File: src/rtl/lane_pair_pkg.sv
// Shared types and helpers for the lane-pair enable/acknowledge driver.
// lp_mask_ok is the subset check that benches reuse.
package lane_pair_pkg;

   typedef enum logic [1:0] {
      IDLE,
      FILL,
      HOLD,
      DRAIN
   } lp_state_e;

   localparam int LP_LANES_DEF = 10;
   localparam int LP_WIDTH_DEF = 11;

   function automatic logic lp_mask_ok(input logic [LP_WIDTH_DEF-1:0] foo,
                                       input logic [LP_WIDTH_DEF-1:0] bar);
      return (bar & ~foo) == '0;
   endfunction

endpackage

File: src/rtl/lane_pair_driver.sv
// Walks foo_o up lane by lane with bar_o one edge behind, holds at all-set,
// then unwinds bar before foo so bar_o is always a subset of foo_o.
module lane_pair_driver
   import lane_pair_pkg::*;
#(
   parameter int LANES = LP_LANES_DEF,
   parameter int WIDTH = LP_WIDTH_DEF
) (
   input  logic             clk,
   input  logic             rst_n,
   input  logic             start_i,
   input  logic             clear_i,
   output logic [WIDTH-1:0] foo_o,
   output logic [WIDTH-1:0] bar_o,
   output logic             busy_o,
   output logic             ready_o,
   output logic             done_o
);

   localparam int IW = $clog2(LANES + 1);
   localparam logic [IW-1:0] LAST = IW'(LANES);
   localparam logic [IW-1:0] ONE  = IW'(1);

   lp_state_e        state, state_nx;
   logic [IW-1:0]    idx, idx_nx;
   logic             clr_pend, clr_pend_nx;
   logic [WIDTH-1:0] foo_nx, bar_nx;

   function automatic logic [WIDTH-1:0] lane_bit(input logic [IW-1:0] n);
      return WIDTH'(1) << n;
   endfunction

   always_comb begin
      state_nx    = state;
      idx_nx      = idx;
      clr_pend_nx = clr_pend;
      foo_nx      = foo_o;
      bar_nx      = bar_o;
      case (state)
         IDLE: begin
            foo_nx      = '0;
            bar_nx      = '0;
            clr_pend_nx = 1'b0;
            // A clear arriving with start is dropped, not latched.
            if (start_i) begin
               foo_nx   = lane_bit('0);
               idx_nx   = ONE;
               state_nx = FILL;
            end
         end
         FILL: begin
            if (idx < LAST) foo_nx = foo_o | lane_bit(idx);
            bar_nx = bar_o | lane_bit(idx - ONE);
            if (clear_i) clr_pend_nx = 1'b1;
            if (idx == LAST) state_nx = HOLD;
            else             idx_nx   = idx + ONE;
         end
         HOLD: begin
            if (clear_i || clr_pend) begin
               bar_nx      = bar_o & ~lane_bit(LAST - ONE);
               idx_nx      = LAST - ONE;
               clr_pend_nx = 1'b0;
               state_nx    = DRAIN;
            end
         end
         DRAIN: begin
            // bar[idx-1] has to drop in the same edge as foo[idx] to keep the lag.
            foo_nx = foo_o & ~lane_bit(idx);
            if (idx != '0) bar_nx = bar_o & ~lane_bit(idx - ONE);
            if (idx == '0) state_nx = IDLE;
            else           idx_nx   = idx - ONE;
         end
         default: state_nx = IDLE;
      endcase
   end

   always_ff @(posedge clk) begin
      if (!rst_n) begin
         state    <= IDLE;
         idx      <= '0;
         clr_pend <= 1'b0;
         foo_o    <= '0;
         bar_o    <= '0;
         busy_o   <= 1'b0;
         ready_o  <= 1'b0;
         done_o   <= 1'b0;
      end else begin
         state    <= state_nx;
         idx      <= idx_nx;
         clr_pend <= clr_pend_nx;
         foo_o    <= foo_nx;
         bar_o    <= bar_nx;
         busy_o   <= (state_nx != IDLE);
         ready_o  <= (state_nx == HOLD);
         done_o   <= (state == DRAIN) && (state_nx == IDLE);
      end
   end

endmodule

File: config.mk
export PLATFORM = sky130hd
export DESIGN_NAME = lane_pair_driver
export DESIGN_NICKNAME = d
export VERILOG_FILES = /design/src/rtl/lane_pair_pkg.sv /design/src/rtl/lane_pair_driver.sv
export SDC_FILE = /design/constraint.sdc
export NUM_CORES = 1
export LEC_CHECK = 0
export ABC_AREA = 1
export BUFFER_PORTS_ARGS = -buffer_cell sky130_fd_sc_hd__buf_2
export CAP_MARGIN = 5
export CORE_MARGIN = 5
export CORE_UTILIZATION = 39
export CTS_CLUSTER_DIAMETER = 80
export CTS_CLUSTER_SIZE = 40
export DETAILED_ROUTE_END_ITERATION = 7
export GPL_TIMING_DRIVEN = 0
export SETUP_SLACK_MARGIN = 0.2
export SYNTH_ARGS = -nofsm -noshare
export SYNTH_HDL_FRONTEND = slang
export SYNTH_SLANG_ARGS = --single-unit
File: constraint.sdc
create_clock -name clk -period 4.6 [get_ports clk]
set_clock_uncertainty 0.15 [all_clocks]
set_input_delay 0.92 -clock clk [delete_from_list [all_inputs] [get_ports clk]]
set_output_delay 0.92 -clock clk [all_outputs]
set_load 0.01 [all_outputs]
# Word-level counts from Yosys, hierarchy flattened
# Index checks and enable logic that the tools add are counted.
# totals
out_inout_bits	25
register_bits	32
word_cells	66
in_bits	4
# classes
order_cmp	1
n_bitwise	7
shift	2
reduce_logical	14
n_mux	19
add_sub_neg	2
n_eq_ne	12
# ops
operator	count
11-bit one-hot mux with 4 select lines	1
11-bit one-hot mux with 3 select lines	1
11-bit bitwise AND	2
11-bit two-way mux	2
11-bit NOT	2
11-bit bitwise OR	2
1-bit by 4-bit left shift with 11-bit output, first input constant	2
4-bit two-way mux	4
4-bit one-hot mux with 4 select lines	1
2-bit inequality test, second input constant	7
10-bit two-way mux	1
2-bit two-way mux	4
2-bit one-hot mux with 4 select lines	1
2-bit == test, second input constant	3
2-bit AND reduction	3
3-bit nonzero test	2
4-bit by 1-bit adder with 4-bit output, second input constant	1
4-bit == test, second input constant	1
2-bit zero test	2
4-bit zero test	1
4-bit less-than comparator, second input constant	1
4-bit AND reduction	1
4-bit nonzero test	1
4-bit by 1-bit subtractor with 4-bit output, second input constant	1
8 further kinds	10

# Depth between registers and ports, before layout
# Gate-level depths: netlist of run 1.
# depth
depth_word	6
mapped_depth	11

# Least setup slack after synthesis of run 1
# OpenSTA, ideal clock, no wires.
# synth_path
path_kind	input to register
startpoint	input rst_n
endpoint	register state[0]
t_required_ns	4.311
stages	3
path_buffers	1
arrival_ns	1.530
slack_ns	2.781
path_cell_list	inv_2 -> buf_1 -> nor2_1
# synth_lines
element	line_no	source
start: declaration	lane_pair_driver.sv:10	input logic rst_n,
end signal: assignment	lane_pair_driver.sv:88	state <= state_nx;
end: declaration	lane_pair_driver.sv:24	lp_state_e state, state_nx;
# No word-level cell between the ends.

# Final worst setup path of run 1
# layout_path
startpoint	input rst_n
endpoint	register state[0]
# No word-level cell between the ends.

==> results of run 1 <==
[worst paths after layout]
check,startpoint,to,slack [ns],cells past startpoint
max reg2reg,idx[0]$_SDFFE_PN0P_,bar_o[6]$_SDFFE_PN0P_,2.69,11
min,foo_o[6]$_SDFFE_PN0P_,foo_o[6]$_SDFFE_PN0P_,0.30,2
min reg2reg,foo_o[6]$_SDFFE_PN0P_,foo_o[6]$_SDFFE_PN0P_,0.30,2
max,rst_n,state[0]$_SDFF_PN0_,2.66,4
[stage by stage]
step / utilization, % / total power, W / worst slack, ns / std cells / area (um^2)
after floorplan: - / 0.000446 / 2.78 / 297 / 2080
after global placement: 44.9 / 0.000492 / 2.36 / 395 / 2310
after detailed placement: 44.9 / 0.000494 / 2.34 / 395 / 2310
after CTS: 46.8 / 0.000733 / 2.64 / 402 / 2400
after global routing: 46.8 / 0.000774 / 2.46 / 402 / 2400
final: 46.8 / 0.000727 / 2.66 / 402 / 2400
[logic make-up after synthesis]
group                    count (synthesis)
AO/OA/AOI/OAI                           52
flip-flops                              32
buffers and inverters                   49
AND/OR/NAND/NOR                        153
adder cells (fa/ha/maj)                 11
[routing by layer]
layer  track usage (%)  vias to the layer above  share of wire [%]
li1                  -                     1008                  -
met1              18.6                      845                 50
met2              23.0                       22                 45
met3              4.36                        7                3.7
met4              3.71                        0                1.2
met5                 0                        -                  0
[layout by cell type, fill, tap and decap left out]
cell type   n
a21oi_1    20
a21oi_2    16
a2bb2oi_1   4
a31oi_1     1
buf_1       2
buf_2      28
buf_6       3
clkbuf_1    1
clkbuf_2    1
clkbuf_8    7
dfxtp_1    32
ha_1       11
inv_1      35
inv_2       6
inv_6       1
nand2_1    86
nand2_2    14
nand2_4     4
nand2_8     1
nand3_1    12
nand3_2     2
nand4_2     1
nor2_1     18
nor2_2      5
nor2_4      1
nor2_8      1
nor3_1      6
nor3_2      1
o211ai_1    2
o21ai_0     3
o21ai_1     3
o22ai_1     3
or2_1       1
[worst reg2reg max path, stage by stage (launching register included)]
cell and delay (ns):
dfxtp_1 0.34, inv_1 0.27, ha_1 0.26, inv_1 0.07
nand2_2 0.06, nand2_1 0.14, nor2_1 0.16, nand2_2 0.08
nand2_1 0.06, nand2_1 0.05, nand2_1 0.10, a21oi_2 0.05
[power groups by stage]
stage               sequential, W  clock [W]  combinational [W]
floorplan                0.000304          0           0.000142
global placement         0.000301          0           0.000191
detailed placement       0.000302          0           0.000192
CTS                      0.000296   0.000244           0.000194
global route             0.000297   0.000260           0.000217
finish                   0.000296   0.000239           0.000192
[state kept, by name, indices dropped and copies added (netlist names)]
signal    flops
busy_o        1
state         2
foo_o        11
ready_o       1
bar_o        11
done_o        1
idx           4
clr_pend      1
[layout make-up]
class / instances / area (um^2)
plain buffers: 7 / 50.0
clock buffers: 7 / 96.3
fillers: 571 / 2740
inverters: 42 / 163
multi-input cells: 216 / 1230
flip-flops and latches: 32 / 641
well taps: 70 / 87.6
repair buffers: 28 / 140
==> results.cfg, run 1 <==
[status]
status = complete, no violations

[synth]
synth_top_family_by_area = simple AND/OR/NAND/NOR gates
synthTopCellsByCount = nand2_1 (86), inv_1 (35), dfxtp_1 (32)
synthSimpleGateAreaFrac_pct = 35.8
synth_nets = 312
async_flop_share_pct = 0
ys_warn_count = 0
synthMuxAreaShare_pct = 0
synthAdderAreaFrac_pct = 6.61
netlist.top_cell.by_area = dfxtp_1
ys.flop_type = dfxtp_1
synth_edf_count = 0
synthDistinctLibCells = 31
synthCells = 297
syn_avg_cell_area_um2 = 7.01
synth_most_common_cell = nand2_1
ys_ff_latch = 32
synthXorXnorAreaFrac_pct = 0
synth_area_um2 = 2080
yosysSeqAreaShare_pct = 30.8
synth_top_area_share_pct = 30.8
yosys-top-cells-area = dfxtp_1 (31%), nand2_1 (16%), a21oi_2 (6.7%), ha_1 (6.6%), inv_1 (6.3%)
synth_compound_area_share_pct = 16.6

[place]
io_buffers = 28
routabilityCongestion = 0.863
place_hpwl_um = 3550

[timing]
post-route-min-period_ns = 1.94
finalMaxSlewViolations = 0
grt_setup_unrepaired = no
fin_hold_ws_ns = 0.296
timing.slew.headroom_pct = 50.9
period_share_pct = 42.1
finalSetupTns_ns = 0
finalSetupViolations = 0
worst_slew_pin_slew_ns = 0.737
max_freq_mhz = 516
finalHoldViolCount = 0

[pwr]
switching_share_pct = 34.2
p_clk_share_pct = 32.9
switchingPower_w = 0.000248
intPower_w = 0.000478
max-vdd-ir-drop_uv = 169
p_per_area_nw_per_um2 = 302
combPwrFrac_pct = 26.5
p_seq_share_pct = 40.7
leakage_nw = 1.05

[detailed_routing]
firstDrtPassIters = 4
vias = 1882
drt_iter0_markers = 115
wl_um = 4730
final_antenna_net_count = 0
drc = 0
wl_per_cell_um = 11.8
vias_per_cell = 4.68

[global_routing]
grt_antenna_before_repair = 0
grt_max_degree = 11
grt_pass1_wl_um = 8280
grt_usage_pct = 14.3
grt_pass1_vias = 1776
overflow = 0

[floorplan]
start_util_pct = 40.5
fp-row-count = 26
dieWidth_um = 83.0
die_area_um2 = 6900
die_h_um = 83.0
core-area_um2 = 5140
io_pins = 29

[clock_tree]
clk_pin_slew_ns = 0.07
h-tree-depth = 2
clock-sinks = 32
cts-buffers-inserted = 5
postCtsSetupRepairBufs = 0
clockBufferDepth = 2
hold_buffers = 0
ctsResizeCount = 0
cts_tree = built
root_buffer = clkbuf_8
worstSkewPairLatency_ns = 0.28

[setup_path]
max_stage_delay_ns = 0.59
cpLargestDelayFamily = buffers and inverters
cpMaxStageDelayCell = buf_1
worstPathArrival_ns = 1.93
worstSetupEndpointType = register
required_ns = 4.59
crit_type = in2reg
cp_max_fo = 10
path_cells = buf_2 -> inv_2 -> buf_1 -> nor2_1
cp_num_buf_inv = 3
start_kind = input pin

[job]
drv_cap = 0

[final_layout]
insertedDiodeCount = 0
area_growth_pct = 15.6
layout-drive-gt1-share_pct = 27.7
fin_nets = 347

[min_path]
min_path_type = reg2reg
(Power assumes the default switching activity.)
==> run 2: changes to the inputs <==
Clock period 4.6 ns to 2 ns, I/O delays scaled along.
==> results.cfg, run 2 (synthesis results as in run 1) <==
[status]
status = complete, no violations

[setup_path]
worstReg2RegStart = state[1]$_SDFF_PN0_
reg2reg_to = foo_o[0]$_SDFFE_PN0P_
required_ns = 2.01
worstSetupEndpointType = register
rrSetupSlack_ns = 0.30
cp_max_fo = 9
crit_type = reg2reg
reg2reg_depth = 7
worstPathArrival_ns = 1.71
start_kind = register

[detailed_routing]
vias = 1894
wl_per_cell_um = 11.8
drt_iter0_markers = 87
firstDrtPassIters = 4
final_antenna_net_count = 0
vias_per_cell = 4.71
wl_um = 4750
drc = 0

[timing]
finalHoldViolCount = 0
period_share_pct = 85.1
finalMaxSlewViolations = 0
finalSetupTns_ns = 0
max_freq_mhz = 588
post-route-min-period_ns = 1.70
fin_ws_ns = 0.298
worst_slew_pin_slew_ns = 0.749
grt_setup_unrepaired = yes
finalSetupViolations = 0
timing.slew.headroom_pct = 50.1

[floorplan]
core-area_um2 = 5140
fp-row-count = 26
die_area_um2 = 6900
dieWidth_um = 83.0
die_h_um = 83.0
io_pins = 29
start_util_pct = 40.5

[clock_tree]
h-tree-depth = 2
clock-sinks = 32
clk_pin_slew_ns = 0.07
clockBufferDepth = 2
cts-buffers-inserted = 5
root_buffer = clkbuf_8
cts_tree = built
worstSkewPairLatency_ns = 0.29
hold_buffers = 0

[place]
dpl_cell_area_um2 = 2310
dp.cells = 395
io_buffers = 28
routabilityCongestion = 0.863
pre_cts_slack_ns = 0.0973
place_hpwl_um = 3550

[global_routing]
grt_pass1_wl_um = 8280
grt_usage_pct = 14.3
grt_max_degree = 11
grt_pass1_vias = 1776
grt_antenna_before_repair = 0
overflow = 0

[job]
drv_cap = 0

[final_layout]
layout_common_cells = nand2_1 (83), inv_1 (30), dfxtp_1 (28), buf_2 (28), a21oi_1 (20)
fin_nets = 347
final_area_um2 = 2470
instances_no_fill = 402
num-fill-cells = 564
final_common_cell = nand2_1
area_growth_pct = 18.5
layout-drive-gt1-share_pct = 33.7
top_regs = bar_o x11, foo_o x11, idx x4
insertedDiodeCount = 0

[min_path]
hold_start = rst_n
min_path_type = in2reg
min_to = idx[0]$_SDFFE_PN0P_
hold_path_depth = 3

[pwr]
leakage_nw = 1.07
p_per_area_nw_per_um2 = 693
max-vdd-ir-drop_uv = 374
run 2: changes by cell type in the layout (fill, tap and decap cells not counted), sizes merged:
cell,before,now
clkinv,0,1
clkbuf,9,10
inv,42,41
buf,33,32
run 2: layout make-up:
class	count	area, um^2	share of cell area (%)
Buffer	7	55.1	2.23
Clock buffer	7	96.3	3.91
Inverter	42	168	6.80
Multi-Input combinational cell	216	1270	51.5
Sequential cell	32	648	26.3
Tap cell	70	87.6	3.55
Timing Repair Buffer	28	140	5.68
run 2: report_power, final:
part	total, W	switching (W)	internal (W)
combinational	0.000473	0.000325	0.000148
clock	0.000552	0.000246	0.000307
sequential	0.000683	0.0000195	0.000664
run 2: metal layers:
metal	wire [um]	GRT usage, %	vias to the layer above
met1	2380	18.6	856
met5	0	0	-
met2	2140	23.0	21
li1	-	-	1010
met3	171	4.36	7
met4	55	3.71	0
run 2: how the worst max path moves through the flow:
stage,startpoint,end,depth (start not counted)
5_1_grt,idx[0]$_SDFFE_PN0P_,idx[1]$_SDFFE_PN0P_,9
3_3_place_gp,state[1]$_SDFF_PN0_,foo_o[0]$_SDFFE_PN0P_,6
3_5_place_dp,idx[0]$_SDFFE_PN0P_,bar_o[6]$_SDFFE_PN0P_,11
4_1_cts,state[1]$_SDFF_PN0_,foo_o[0]$_SDFFE_PN0P_,7
6_report,state[1]$_SDFF_PN0_,foo_o[0]$_SDFFE_PN0P_,7
2_1_floorplan,idx[0]$_SDFFE_PN0P_,bar_o[9]$_SDFFE_PN0P_,11
run 2: critical path, stage by stage (launching register included):
cell and delay (ns):
dfxtp_2 0.34, inv_1 0.09, ha_2 0.25, inv_2 0.13, nor3_4 0.35, nor2_4 0.09
o21ai_1 0.13, a31oi_1 0.05
run 2: metrics by stage:
stage	hold slack, ns	util, %	total power (W)
after floorplan	0.290	-	0.00103
after global placement	0.287	44.9	0.00113
after detailed placement	0.290	44.9	0.00114
after CTS	0.275	46.8	0.00169
after global routing	0.267	48.0	0.00181
final	0.265	48.0	0.00171
run 2: timing repair:
action / CTS / global route
setup endpoints to repair: 19 / 31
setup buffers: 0 / 0
resized for setup: 3 / 26
pin swaps: 0 / 1
==> run 3: changes to the inputs <==
Clock period 2 ns to 2.1 ns, I/O delays scaled along.
==> results.cfg, run 3 (synthesis results as in run 1) <==
[status]
status = complete, no violations

[place]
dp.cells = 395
place_hpwl_um = 3550
routabilityCongestion = 0.863
io_buffers = 28

[timing]
finalSetupViolations = 0
worst_slew_pin_slew_ns = 0.739
finalSetupTns_ns = 0
max_freq_mhz = 570
finalHoldViolCount = 0
grt_setup_unrepaired = yes
timing.slew.headroom_pct = 50.7
post-route-min-period_ns = 1.75
period_share_pct = 83.5
finalMaxSlewViolations = 0

[clock_tree]
clock-sinks = 32
worstSkewPairLatency_ns = 0.29
cts-buffers-inserted = 5
clockBufferDepth = 2
hold_buffers = 0
clk_pin_slew_ns = 0.07
cts_tree = built
root_buffer = clkbuf_8
h-tree-depth = 2

[detailed_routing]
vias_per_cell = 4.70
drc = 0
firstDrtPassIters = 4
drt_iter0_markers = 124
wl_per_cell_um = 11.8
wl_um = 4750
final_antenna_net_count = 0
vias = 1891

[pwr]
max-vdd-ir-drop_uv = 377
leakage_nw = 1.07
p_per_area_nw_per_um2 = 661
p_total_w = 0.00161

[floorplan]
dieWidth_um = 83.0
die_area_um2 = 6900
io_pins = 29
fp-row-count = 26
start_util_pct = 40.5
die_h_um = 83.0
core-area_um2 = 5140

[min_path]
hold_path_depth = 3
min_to = idx[0]$_SDFFE_PN0P_
hold_start = rst_n
min_path_type = in2reg

[setup_path]
worstPathArrival_ns = 1.74
required_ns = 2.09
worstReg2RegStart = idx[1]$_SDFFE_PN0P_
cp_max_fo = 6
rrSetupSlack_ns = 0.35
reg2reg_to = bar_o[8]$_SDFFE_PN0P_
worstSetupEndpointType = register
reg2reg_depth = 11
start_kind = register
crit_type = reg2reg

[global_routing]
grt_pass1_wl_um = 8280
overflow = 0
grt_antenna_before_repair = 0
grt_usage_pct = 14.3
grt_max_degree = 11
grt_pass1_vias = 1776

[final_layout]
area_growth_pct = 16.8
insertedDiodeCount = 0
final_common_cell = nand2_1
layout-drive-gt1-share_pct = 30.4
top_regs = bar_o x11, foo_o x11, idx x4
instances_no_fill = 402
utilization_pct = 47.3
layout_common_cells = nand2_1 (86), inv_1 (32), dfxtp_1 (30)
fin_nets = 347

[job]
drv_cap = 0
## run 3: layer usage
metal  part of all wire (%)  up-vias  track usage (%)
li1                       -     1010                -
met1                     50      853             18.6
met2                     45       21             23.0
met3                    3.8        7             4.36
met4                    1.2        0             3.71
met5                      0        -                0
## run 3: power by group
group	switching (W)	total, W	internal (W)
sequential	0.0000178	0.000649	0.000631
clock	0.000233	0.000525	0.000292
combinational	0.000303	0.000434	0.000130
## run 3: layout make-up
| class | instances | area (um^2) |
|---|---|---|
| timing repair buffer | 28 | 140 |
| multi-input combinational | 216 | 1240 |
| sequential | 32 | 646 |
| tap | 70 | 87.6 |
| clock buffer | 7 | 96.3 |
| buffer | 7 | 52.6 |
| inverter | 42 | 165 |
| fill | 566 | 2710 |
## run 3: through the flow
| stage | cell area [um^2] | hold slack, ns | worst slack (ns) |
|---|---|---|---|
| finish | 2430 | 0.285 | 0.347 |
| global route | 2430 | 0.287 | 0.185 |
| floorplan | 2080 | 0.290 | 0.428 |
| global placement | 2310 | 0.287 | 0.205 |
| CTS | 2410 | 0.295 | 0.205 |
| detailed placement | 2310 | 0.290 | 0.197 |
## run 3: how the worst max path moves through the flow
stage,start,to,slack [ns],cells past startpoint
after CTS,idx[0]$_SDFFE_PN0P_,bar_o[6]$_SDFFE_PN0P_,0.20,11
after global routing,idx[1]$_SDFFE_PN0P_,bar_o[4]$_SDFFE_PN0P_,0.18,11
after global placement,state[1]$_SDFF_PN0_,foo_o[0]$_SDFFE_PN0P_,0.20,6
final,idx[1]$_SDFFE_PN0P_,bar_o[8]$_SDFFE_PN0P_,0.35,11
after floorplan,idx[0]$_SDFFE_PN0P_,bar_o[9]$_SDFFE_PN0P_,0.43,11
after detailed placement,idx[0]$_SDFFE_PN0P_,bar_o[6]$_SDFFE_PN0P_,0.20,11
## run 3: critical path: stages (launching register included)
cell,delay (ns)
dfxtp_4,0.38
inv_1,0.11
ha_1,0.21
inv_1,0.08
nand2_1,0.07
nand2_2,0.10
nor2_2,0.15
nand2_1,0.09
nand2_1,0.07
nand2_1,0.06
nand2_1,0.08
a21oi_2,0.05
## run 3: repair_timing
action,4_1_cts,5_1_grt
pin swaps,0,0
setup buffers,0,0
endpoints found under the hold margin,0,0
gates resized for setup,1,13
setup endpoints to repair,5,24
